`config.mk`:
```
export PLATFORM = sky130hd
export DESIGN_NAME = cache_req_queue
export DESIGN_NICKNAME = d
export VERILOG_FILES = /design/src/rtl/cache_req_queue.sv
export SDC_FILE = /design/constraint.sdc
export NUM_CORES = 1
export LEC_CHECK = 0
export CELL_PAD_IN_SITES_DETAIL_PLACEMENT = 1
export CELL_PAD_IN_SITES_GLOBAL_PLACEMENT = 1
export CORE_MARGIN = 2
export CORE_UTILIZATION = 47
export DETAILED_ROUTE_END_ITERATION = 6
export GPL_TIMING_DRIVEN = 1
export PLACE_DENSITY = 0.9
export SETUP_SLACK_MARGIN = 0.2
export SLEW_MARGIN = 20
export SYNTH_ARGS = -nofsm -noshare
export SYNTH_HDL_FRONTEND = slang
export SYNTH_SLANG_ARGS = --single-unit
export TNS_END_PERCENT = 100
```
`constraint.sdc`:
```
create_clock -name cclk -period 4.9 [get_ports cclk]
set_input_delay 1.47 -clock cclk [delete_from_list [all_inputs] [get_ports cclk]]
set_output_delay 1.47 -clock cclk [all_outputs]
set_load 0.01 [all_outputs]
```
`src/rtl/cache_req_queue.sv`:
```
// Request buffer in front of cache_top: DEPTH-entry FIFO, one outstanding request, in-order responses.
// Optional response timeout in WAIT is enabled by defining CACHE_REQ_TIMEOUT_EN.
module cache_req_queue #(
    parameter int DEPTH   = 4,
    parameter int AW      = 32,
    parameter int DW      = 32,
    parameter int TIMEOUT = 1024
) (
    input  logic          cclk,
    input  logic          creset,
    input  logic          cpu_req_valid,
    output logic          cpu_req_ready,
    input  logic [AW-1:0] cpu_req_address,
    input  logic [1:0]    cpu_req_op,
    input  logic [DW-1:0] cpu_req_wdata,
    output logic          cpu_resp_valid,
    output logic [1:0]    cpu_resp_op,
    output logic [DW-1:0] cpu_resp_rdata,
    output logic          cpu_resp_status,
    output logic          req_valid,
    output logic [AW-1:0] req_address,
    output logic [1:0]    req_op,
    output logic [DW-1:0] req_wdata,
    input  logic          resp_valid,
    input  logic [DW-1:0] resp_rdata,
    input  logic          resp_status
);
    localparam int PW = $clog2(DEPTH);
    localparam int CW = PW + 1;
    localparam logic [1:0] OP_RD = 2'b01;
    localparam logic [1:0] OP_WR = 2'b10;

    typedef enum logic [1:0] {S_IDLE, S_ISSUE, S_WAIT, S_ERR} state_t;

    typedef struct packed {
        logic [AW-1:0] addr;
        logic [1:0]    op;
        logic [DW-1:0] wdata;
    } entry_t;

    entry_t        mem_q [DEPTH];
    logic [PW-1:0] wr_ptr_q, wr_ptr_d, rd_ptr_q, rd_ptr_d;
    logic [CW-1:0] count_q, count_d;
    state_t        state_q, state_d;
    logic          req_valid_q, req_valid_d;
    entry_t        req_q, req_d;
    logic          resp_valid_q, resp_valid_d;
    logic [1:0]    resp_op_q, resp_op_d;
    logic [DW-1:0] resp_rdata_q, resp_rdata_d;
    logic          resp_status_q, resp_status_d;
    logic          push, pop, head_legal;
    entry_t        head;
`ifdef CACHE_REQ_TIMEOUT_EN
    localparam int TW = $clog2(TIMEOUT) + 1;
    logic [TW-1:0] tmo_q, tmo_d;
`endif

    // Ready depends only on registered occupancy, so a same-cycle pop never frees a slot.
    assign cpu_req_ready = (count_q != CW'(DEPTH));
    assign push          = cpu_req_valid && cpu_req_ready;
    assign head          = mem_q[rd_ptr_q];
    assign head_legal    = (head.op == OP_RD) || (head.op == OP_WR);

    // NOTE: payload storage has no reset; an entry is only read once count says it was written.
    always_ff @(posedge cclk) begin
        if (push) mem_q[wr_ptr_q] <= '{addr: cpu_req_address, op: cpu_req_op, wdata: cpu_req_wdata};
    end

    always_comb begin
        // NOTE: every signal gets a default first so no path leaves one unassigned (no latches).
        wr_ptr_d      = push ? wr_ptr_q + PW'(1) : wr_ptr_q;
        count_d       = count_q;
        state_d       = state_q;
        req_valid_d   = req_valid_q;
        req_d         = req_q;
        resp_valid_d  = 1'b0;
        resp_op_d     = resp_op_q;
        resp_rdata_d  = resp_rdata_q;
        resp_status_d = resp_status_q;
        pop           = 1'b0;
`ifdef CACHE_REQ_TIMEOUT_EN
        tmo_d = (state_q == S_WAIT) ? tmo_q + TW'(1) : '0;
`endif

        case (state_q)
            S_IDLE: begin
                if (count_q != '0) begin
                    if (head_legal) begin
                        state_d     = S_ISSUE;
                        req_valid_d = 1'b1;
                        req_d       = head;
                    end else begin
                        state_d = S_ERR;
                    end
                end
            end
            // A completion arriving while the request is first presented is not lost.
            S_ISSUE, S_WAIT: begin
                if (state_q == S_ISSUE) state_d = S_WAIT;
                if (resp_valid) begin
                    pop           = 1'b1;
                    req_valid_d   = 1'b0;
                    state_d       = S_IDLE;
                    resp_valid_d  = 1'b1;
                    resp_op_d     = req_q.op;
                    resp_rdata_d  = (req_q.op == OP_RD) ? resp_rdata : '0;
                    resp_status_d = resp_status;
                end
`ifdef CACHE_REQ_TIMEOUT_EN
                else if (state_q == S_WAIT && tmo_q == TW'(TIMEOUT - 1)) begin
                    pop           = 1'b1;
                    req_valid_d   = 1'b0;
                    state_d       = S_IDLE;
                    resp_valid_d  = 1'b1;
                    resp_op_d     = req_q.op;
                    resp_rdata_d  = '0;
                    resp_status_d = 1'b1;
                end
`endif
            end
            S_ERR: begin
                pop           = 1'b1;
                state_d       = S_IDLE;
                resp_valid_d  = 1'b1;
                resp_op_d     = head.op;
                resp_rdata_d  = '0;
                resp_status_d = 1'b1;
            end
            default: state_d = S_IDLE;
        endcase

        rd_ptr_d = pop ? rd_ptr_q + PW'(1) : rd_ptr_q;
        case ({push, pop})
            2'b10:   count_d = count_q + CW'(1);
            2'b01:   count_d = count_q - CW'(1);
            default: count_d = count_q;
        endcase
    end

    // NOTE: state updates use non-blocking assignments so all flops sample pre-edge values.
    always_ff @(posedge cclk or posedge creset) begin
        if (creset) begin
            wr_ptr_q      <= '0;
            rd_ptr_q      <= '0;
            count_q       <= '0;
            state_q       <= S_IDLE;
            req_valid_q   <= 1'b0;
            req_q         <= '0;
            resp_valid_q  <= 1'b0;
            resp_op_q     <= '0;
            resp_rdata_q  <= '0;
            resp_status_q <= 1'b0;
`ifdef CACHE_REQ_TIMEOUT_EN
            tmo_q         <= '0;
`endif
        end else begin
            wr_ptr_q      <= wr_ptr_d;
            rd_ptr_q      <= rd_ptr_d;
            count_q       <= count_d;
            state_q       <= state_d;
            req_valid_q   <= req_valid_d;
            req_q         <= req_d;
            resp_valid_q  <= resp_valid_d;
            resp_op_q     <= resp_op_d;
            resp_rdata_q  <= resp_rdata_d;
            resp_status_q <= resp_status_d;
`ifdef CACHE_REQ_TIMEOUT_EN
            tmo_q         <= tmo_d;
`endif
        end
    end

    assign req_valid       = req_valid_q;
    assign req_address     = req_q.addr;
    assign req_op          = req_q.op;
    assign req_wdata       = req_q.wdata;
    assign cpu_resp_valid  = resp_valid_q;
    assign cpu_resp_op     = resp_op_q;
    assign cpu_resp_rdata  = resp_rdata_q;
    assign cpu_resp_status = resp_status_q;
endmodule

```
==> results.cfg, run 1 <==
[run_status]
status = completed

[global_routing]
grt_max_degree = 68
grt_pass1_vias = 7674
grt.total_usage_pct = 20.1
grt_remaining_overflow = 0
antenna_found_initial = 1
grt_pass1_wl_um = 47100

[setup_path]
worstPathCellList = inv_1, nand3_1, clkdlybuf4s50_1
path_class = reg2out
cp_slowest_cell = clkdlybuf4s50_1
critPathBufInv = 2
r2r-end = req_wdata[9]$_DFFE_PP0P_
crit_path_end_kind = output port
crit_required_ps = 3430
path_max_fanout = 6
rrSetupSlack_ps = 2030
r2r-start = rd_ptr_q[0]$_DFFE_PP0P_
cp.arrival_ps = 1870
rr_worst_depth = 4
cp-start-kind = flop
max_stage_delay_ps = 640
crit_family = buffers and inverters

[logic_synthesis]
yosys.area.top_type = edfxtp_1
synthesis.instances = 638
synth_area_leaders = edfxtp_1 57%, dfrtp_1 20%, mux4_2 11%
synth.avg_cell_area_um2 = 21.8
synth_seq_cells = 376
synth.distinct_cells = 33
yosysTopAreaCellShare_pct = 57.0
yosysSeqAreaShare_pct = 77.2
yosys_warnings = 0
synth_nets = 750
synth_area_mm2 = 0.0139

[job]
drv_cap = 0

[power_and_ir_drop]
seqPwrFrac_pct = 43.5
clkPwrFrac_pct = 25.1
p_int_uw = 7750
p_total_uw = 11000
swShare_pct = 29.6
p_comb_share_pct = 31.3
p_per_area_mw_per_mm2 = 625
power_leakage_uw = 0.00628
p_switching_uw = 3260
peakVddDrop_uv = 384

[route]
vias = 6941
viasPerCell = 5.41
drtIter0Drc = 416
wl_um = 30500
routedWlPerCell_um = 23.8
route.detailed.drc = 0
first_pass_iters = 4
postRouteAntennaNets = 0

[clock_tree]
cts_sinks = 376
root_buffer = clkbuf_16
post_cts_buffers = 0
cts_buffers = 40
cts_hold_buf = 0
path_clk_slew_ps = 60
cts_resized = 0
insertion_delay_ps = 530
cts_tree = yes
htree_levels = 2
cts_buffer_depth = 3

[timing]
setup_slack_ps = 1560
skew_ps = 15.0
min_period_ps = 3340
slew_headroom_pct = 29.0
tightest_slew_ps = 1070
finalCritPeriodShare_pct = 68.2
final-hold-violation-count = 0
rsz0062_at_grt = no
slew_viol_final = 0
achievable-frequency_ghz = 0.299
report.final.setup_viol = 0
tns_ps = 0

[worst_hold_path]
holdPathEnd = cpu_resp_op[0]$_DFFE_PP0P_
hold_class = reg2reg
hold_depth = 2
hold_start = cpu_resp_op[0]$_DFFE_PP0P_

[die]
coreArea_mm2 = 0.0289
start_util_pct = 48.0
io_pins = 207
die_area_mm2 = 0.0310
die_h_um = 176
fp-row-count = 62
die_x_um = 176

[final_layout]
final_common_cell = edfxtp_1
drive_above_1_share_pct = 18.6
postLayoutCoreUtil_pct = 60.9
final_area_mm2 = 0.0176
area_growth_pct = 26.8
final_cell_mix = 264 x edfxtp_1, 206 x clkdlybuf4s50_1, 110 x dfrtp_1, 67 x mux4_2, 40 x clkbuf_16
finalNetCount = 977

[place]
dp_hpwl_um = 19100
routabilityCongestion = 0.785
numPortBuffers = 206
place_area_mm2 = 0.0164
place_ws_ps = 1370
area by class of cell:
cell class | instances | area, um^2
fillers | 2436 | 11300
repair buffers | 215 | 2130
flip-flops and latches | 376 | 10700
inverters | 10 | 40.0
multi-input cells | 222 | 3010
diodes | 1 | 2.50
clock inverters | 20 | 123
well taps | 384 | 480
clock buffers | 54 | 1090
registers in the layout, summed over array words and instances, names as in the netlist:
register         count
count_q              3
cpu_resp_op          2
cpu_resp_rdata      32
cpu_resp_status      1
cpu_resp_valid       1
mem_q              264
rd_ptr_q             2
req_address         32
req_op               2
req_valid            1
req_wdata           32
state_q              2
wr_ptr_q             2
how the worst max path moves through the flow:
stage / depth (start not counted) / startpoint / endpoint
2_1_floorplan: 1 / creset / count_q[0]$_DFFE_PP0P_
3_3_place_gp: 9 / resp_valid / count_q[2]$_DFFE_PP0P_
3_5_place_dp: 9 / resp_valid / count_q[2]$_DFFE_PP0P_
4_1_cts: 3 / count_q[0]$_DFFE_PP0P_ / cpu_req_ready
5_1_grt: 3 / count_q[0]$_DFFE_PP0P_ / cpu_req_ready
6_report: 3 / count_q[0]$_DFFE_PP0P_ / cpu_req_ready
synthesized netlist by cell type:
cell	number
edfxtp_1	264
dfrtp_1	112
mux4_2	67
mux2_1	39
a22o_1	32
mux2_2	27
clkbuf_1	18
inv_1	10
ha_1	8
xnor2_1	7
nand2_1	6
buf_2	5
nor2_1	5
and3_1	4
buf_6	4
mux2i_1	4
o21ai_0	4
xor2_1	3
a21oi_1	2
buf_1	2
nand2b_1	2
nor4b_1	2
a211o_1	1
a22oi_1	1
and2_1	1
buf_4	1
fa_1	1
nand3_1	1
nor3_1	1
nor3b_2	1
o211a_1	1
o211ai_1	1
o21a_1	1
per-layer routing:
| layer | share of wire [%] | up-vias | wire length, um | GRT usage [%] |
|---|---|---|---|---|
| met4 | 1.6 | 0 | 491 | 4.13 |
| li1 | - | 3018 | - | - |
| met2 | 51 | 248 | 15500 | 34.5 |
| met3 | 6.6 | 38 | 2030 | 4.91 |
| met5 | 0 | - | 0 | 0 |
| met1 | 41 | 3637 | 12500 | 26.5 |
power groups by stage:
stage	Clock, uW	Combinational (uW)	Sequential [uW]
2_1_floorplan	0	2030	4810
5_1_grt	2960	3720	4890
3_3_place_gp	0	3370	4780
6_report	2770	3450	4790
3_5_place_dp	0	3500	4860
4_1_cts	2840	3530	4810
worst register-to-register path, stage by stage (launching register included):
cell,delay (ps)
dfrtp_4,990
mux4_2,510
nor3b_4,230
buf_4,520
mux2_1,510
cells by family (layout without fill, tap and decap cells):
logic type	after synthesis	after routing	share of synthesized area [%]
mux	137	137	16.5
xor+xnor	10	10	0.630
flops	376	376	77.2
simple gates	23	23	0.900
compound gates	43	43	2.53
fa+ha+maj	9	9	0.864
other cells	0	1	0
buf+inv	40	299	1.37
per-stage QoR:
stage	hold WS (ps)	cells
floorplan	464	638
global placement	463	1207
detailed placement	472	1207
CTS	484	1281
global route	500	1281
finish	480	1282
Note: power is estimated with default switching activity, not from simulation.
==> run 2: changes to the inputs <==
==> constraint.sdc (replaced) <==
create_clock -name cclk -period 3.3 [get_ports cclk]
set_input_delay 0.99 -clock cclk [delete_from_list [all_inputs] [get_ports cclk]]
set_output_delay 0.99 -clock cclk [all_outputs]
set_load 0.01 [all_outputs]
==> run 2 against run 1 <==
Register-to-register slack worse by 1100 ps. Worst hold slack better by 6.0 ps. Design area up 1.2%. Cell count up 0.62%. Critical path type unchanged. Sequential share of layout area down 0.72 points. Clock power up 55%. Wire length up 2.1%. Non-clock buffer count up 8.
==> results.cfg, run 2 (synthesized netlist as in run 1, its figures left out) <==
[route]
vias = 7014
drtIter0Drc = 445
viasPerCell = 5.44
routedWlPerCell_um = 24.2
route.detailed.drc = 0
wl_um = 31200
postRouteAntennaNets = 0
first_pass_iters = 6

[clock_tree]
cts_resized = 0
cts_sinks = 376
cts_buffer_depth = 3
post_cts_buffers = 0
cts_buffers = 40
path_clk_slew_ps = 60
cts_hold_buf = 0
htree_levels = 2
insertion_delay_ps = 540
cts_tree = yes
root_buffer = clkbuf_16

[power_and_ir_drop]
p_comb_share_pct = 32.4
p_int_uw = 11800
seqPwrFrac_pct = 41.8
power_leakage_uw = 0.00636
clkPwrFrac_pct = 25.8
p_per_area_mw_per_mm2 = 933
p_switching_uw = 4830
peakVddDrop_uv = 490
swShare_pct = 29.0

[setup_path]
rr_worst_depth = 5
crit_path_end_kind = output port
cp-start-kind = flop
path_max_fanout = 6
r2r-end = req_wdata[25]$_DFFE_PP0P_
r2r-start = mem_q[3][32]$_DFFE_PP_
worstPathCellList = inv_1, nand3_1, clkdlybuf4s50_1
max_stage_delay_ps = 600
cp_slowest_cell = clkdlybuf4s50_1
path_class = reg2out
crit_required_ps = 2310
rrSetupSlack_ps = 910
cp.arrival_ps = 1880
critPathBufInv = 2
crit_family = buffers and inverters

[timing]
skew_ps = 29.1
finalCritPeriodShare_pct = 86.8
report.final.setup_viol = 0
tns_ps = 0
tightest_slew_ps = 756
slew_viol_final = 0
rsz0062_at_grt = no
min_period_ps = 2870
slew_headroom_pct = 49.2
final-hold-violation-count = 0
achievable-frequency_ghz = 0.349

[final_layout]
finalNetCount = 985
final_cell_mix = 264 x edfxtp_1, 206 x clkdlybuf4s50_1, 110 x dfrtp_1, 67 x mux4_2, 41 x clkbuf_16
multi_input_area_mm2 = 0.00301
area_growth_pct = 28.3
postLayoutCoreUtil_pct = 61.6
top_register = mem_q
largest_reg_flops = 264
drive_above_1_share_pct = 19.2
final_common_cell = edfxtp_1
fillers = 2437
seq_area_mm2 = 0.0107

[worst_hold_path]
hold_depth = 1
hold_start = req_address[10]$_DFFE_PP0P_
holdPathEnd = req_address[10]$_DFFE_PP0P_
hold_class = reg2reg

[global_routing]
grt.total_usage_pct = 20.8
grt_pass1_wl_um = 48400
grtUsageMet2_pct = 36.4
top_usage_layer = met2
grt.met3_usage_pct = 5.17
grt_pass1_vias = 7914
grt_use_met1_pct = 26.1
antenna_found_initial = 3
grt_remaining_overflow = 0
grt_max_degree = 113

[run_status]
status = completed

[die]
die_x_um = 176
die_h_um = 176
fp-row-count = 62
start_util_pct = 48.0
die_area_mm2 = 0.0310
io_pins = 207
coreArea_mm2 = 0.0289

[place]
numPortBuffers = 206
routabilityCongestion = 0.741
dp_hpwl_um = 19900

[job]
drv_cap = 0
==> run 2: changes by cell type in the layout (fill, tap and decap cells not counted), moves of 2 or more <==
cell,change
buf_12,+8
clkbuf_1,+4
clkinv_1,-4
clkinv_2,-3
bufinv_16,+2
==> run 2: stage by stage <==
stage               hold WS (ps)  worst slack (ps)  total power [uW]  cell area [um^2]  std cells
floorplan                    464               279             10100             13900        638
global placement             460               357             12200             16600       1215
detailed placement           478               300             12500             16600       1215
CTS                          493               387             16900             17800       1288
global route                 503               329             17500             17800       1289
finish                       486               434             16600             17800       1290
==> run 2: worst register-to-register path, stage by stage, from the launching register on <==
cell and delay (ps):
edfxtp_1 410, xnor2_1 140, mux4_2 540, nor3b_4 230
buf_4 500, mux2_2 450
==> run 2: power groups by stage <==
stage / clock, uW / sequential, uW / combinational (uW)
2_1_floorplan: 0 / 7140 / 3010
3_3_place_gp: 0 / 6940 / 5270
3_5_place_dp: 0 / 7070 / 5460
4_1_cts: 4400 / 6990 / 5520
5_1_grt: 4580 / 7080 / 5830
6_report: 4290 / 6960 / 5390
==> run 2: per-layer routing <==
metal  up-vias  part of all wire [%]  wire length [um]
met3        48                   6.4              2010
li1       3040                     -                 -
met4         4                   2.0               634
met5         -                 0.087                27
met2       231                    52             16200
met1      3691                    39             12300
==> run 2: layout make-up <==
cell class | instances | share of cell area, %
Tap cell | 384 | 2.70
Multi-Input combinational cell | 222 | 16.9
Timing Repair Buffer | 223 | 12.8
Clock buffer | 60 | 6.44
Sequential cell | 376 | 60.2
Clock inverter | 13 | 0.653
Antenna cell | 2 | 0.0281
Inverter | 10 | 0.232
==> run 2: worst max-delay path by stage <==
stage	slack (ps)	endpoint	start	depth (start not counted)
after floorplan	280	mem_q[0][0]$_DFFE_PP_	cpu_req_valid	1
final	430	cpu_req_ready	count_q[0]$_DFFE_PP0P_	3
after global routing	330	cpu_req_ready	count_q[1]$_DFFE_PP0P_	3
after detailed placement	300	count_q[2]$_DFFE_PP0P_	resp_valid	9
after global placement	360	count_q[2]$_DFFE_PP0P_	resp_valid	9
after CTS	390	cpu_req_ready	count_q[1]$_DFFE_PP0P_	3
==> run 3: changes to the inputs <==
--- a/config.mk
+++ b/config.mk
@@ -7,13 +7,11 @@
 export LEC_CHECK = 0
 export CELL_PAD_IN_SITES_DETAIL_PLACEMENT = 1
 export CELL_PAD_IN_SITES_GLOBAL_PLACEMENT = 1
-export CORE_MARGIN = 2
 export CORE_UTILIZATION = 47
 export DETAILED_ROUTE_END_ITERATION = 6
 export GPL_TIMING_DRIVEN = 1
 export PLACE_DENSITY = 0.9
 export SETUP_SLACK_MARGIN = 0.2
-export SLEW_MARGIN = 20
 export SYNTH_ARGS = -nofsm -noshare
 export SYNTH_HDL_FRONTEND = slang
 export SYNTH_SLANG_ARGS = --single-unit
==> run 3 against run 2 <==
First-iteration DRC count down 12%. Critical endpoint unchanged. Cell count down 0.54%. Maximum frequency up 2.8%. Worst hold slack worse by 7.1 ps. Wire length down 0.25%. Die area down 2.3%. Register-to-register slack worse by 140 ps. Sequential share of layout area up 0.29 points. Highest routed layer unchanged. Setup slack better by 79 ps. Critical path type unchanged. Sequential cell count unchanged.
==> results.cfg, run 3 (synthesized netlist as in run 1, its figures left out) <==
[run_status]
status = completed

[final_layout]
final_common_cell = edfxtp_1
area_growth_pct = 27.7
largest_reg_flops = 264
final_area_mm2 = 0.0177
top_register = mem_q
layoutNonFillerInstCount = 1283
final_cell_mix = 264 x edfxtp_1, 206 x clkdlybuf4s50_1, 110 x dfrtp_1, 67 x mux4_2, 40 x clkbuf_16
finalNetCount = 979
drive_above_1_share_pct = 18.6

[power_and_ir_drop]
swShare_pct = 29.2
clkPwrFrac_pct = 25.7
power_leakage_uw = 0.00632
p_int_uw = 11800
peakVddDrop_uv = 502
seqPwrFrac_pct = 42.0
p_total_uw = 16600
p_switching_uw = 4860
p_per_area_mw_per_mm2 = 936
p_comb_share_pct = 32.3

[setup_path]
critPathBufInv = 2
path_class = reg2out
cp_slowest_cell = clkdlybuf4s50_1
crit_required_ps = 2310
max_stage_delay_ps = 610
crit_family = buffers and inverters
worstPathCellList = inv_1, nand3_1, clkdlybuf4s50_1
cp-start-kind = flop
cp.arrival_ps = 1800
crit_path_end_kind = output port
path_max_fanout = 6

[clock_tree]
cts_hold_buf = 0
root_buffer = clkbuf_16
htree_levels = 2
cts_tree = yes
cts_resized = 0
path_clk_slew_ps = 60
insertion_delay_ps = 520
cts_buffers = 39
cts_sinks = 376
cts_buffer_depth = 3
post_cts_buffers = 0

[timing]
min_period_ps = 2790
slew_viol_final = 0
tightest_slew_ps = 1010
slew_headroom_pct = 32.4
tns_ps = 0
rsz0062_at_grt = no
setup_slack_ps = 513
final-hold-violation-count = 0
skew_ps = 19.5
achievable-frequency_ghz = 0.359
report.final.setup_viol = 0
finalCritPeriodShare_pct = 84.4

[worst_hold_path]
hold_class = reg2reg

[route]
viasPerCell = 5.45
first_pass_iters = 4
postRouteAntennaNets = 0
drtIter0Drc = 392
routedWlPerCell_um = 24.2
wl_um = 31100
vias = 6989
route.detailed.drc = 0

[global_routing]
grt_remaining_overflow = 0
antenna_found_initial = 3
grt_max_degree = 69
grt_pass1_wl_um = 47900
grt_pass1_vias = 7908
grt.total_usage_pct = 21.1

[place]
place_area_mm2 = 0.0165
dp.cells = 1210
numPortBuffers = 206
routabilityCongestion = 0.833
place_ws_ps = 239
dp_hpwl_um = 19100

[job]
drv_cap = 0

[die]
coreArea_mm2 = 0.0289
die_x_um = 174
fp-row-count = 62
io_pins = 207
start_util_pct = 48.2
die_area_mm2 = 0.0303
die_h_um = 174
## run 3: final timing paths
path	from	to	slack, ps	depth (start not counted)
max	count_q[0]$_DFFE_PP0P_	cpu_req_ready	510	3
min	req_address[12]$_DFFE_PP0P_	req_address[12]$_DFFE_PP0P_	480	1
max reg2reg	mem_q[1][33]$_DFFE_PP_	req_address[5]$_DFFE_PP0P_	770	5
min reg2reg	req_address[12]$_DFFE_PP0P_	req_address[12]$_DFFE_PP0P_	480	1
max in group asynchronous	creset	cpu_resp_rdata[28]$_DFFE_PP0P_	1740	3
min in group asynchronous	creset	req_wdata[4]$_DFFE_PP0P_	820	2
## run 3: routing by layer
metal  share of wire [%]  GRT usage (%)  vias to the layer above
li1                    -              -                     3020
met1                  40           25.8                     3686
met2                  52           37.1                      229
met3                 5.9           5.14                       50
met4                 2.0           6.14                        4
met5               0.084              0                        -
## run 3: cell type report
| class | instances | area, um^2 |
|---|---|---|
| multi-input combinational | 222 | 3010 |
| clock inverter | 14 | 155 |
| timing repair buffer | 218 | 2230 |
| tap | 384 | 480 |
| antenna | 1 | 2.50 |
| inverter | 10 | 41.3 |
| fill | 2442 | 11100 |
| sequential | 376 | 10700 |
| clock buffer | 58 | 1090 |
## run 3: through the flow
stage / utilization, % / hold WS (ps)
floorplan: - / 464
global placement: 57.2 / 461
detailed placement: 57.2 / 475
CTS: 61.5 / 488
global route: 61.5 / 497
finish: 61.5 / 479
## run 3: power groups by stage
stage               Clock (uW)  Combinational (uW)  Sequential [uW]
floorplan                    0                3010             7140
global placement             0                5250             6950
detailed placement           0                5430             7070
CTS                       4360                5470             7000
global route              4500                5780             7090
finish                    4270                5370             6970
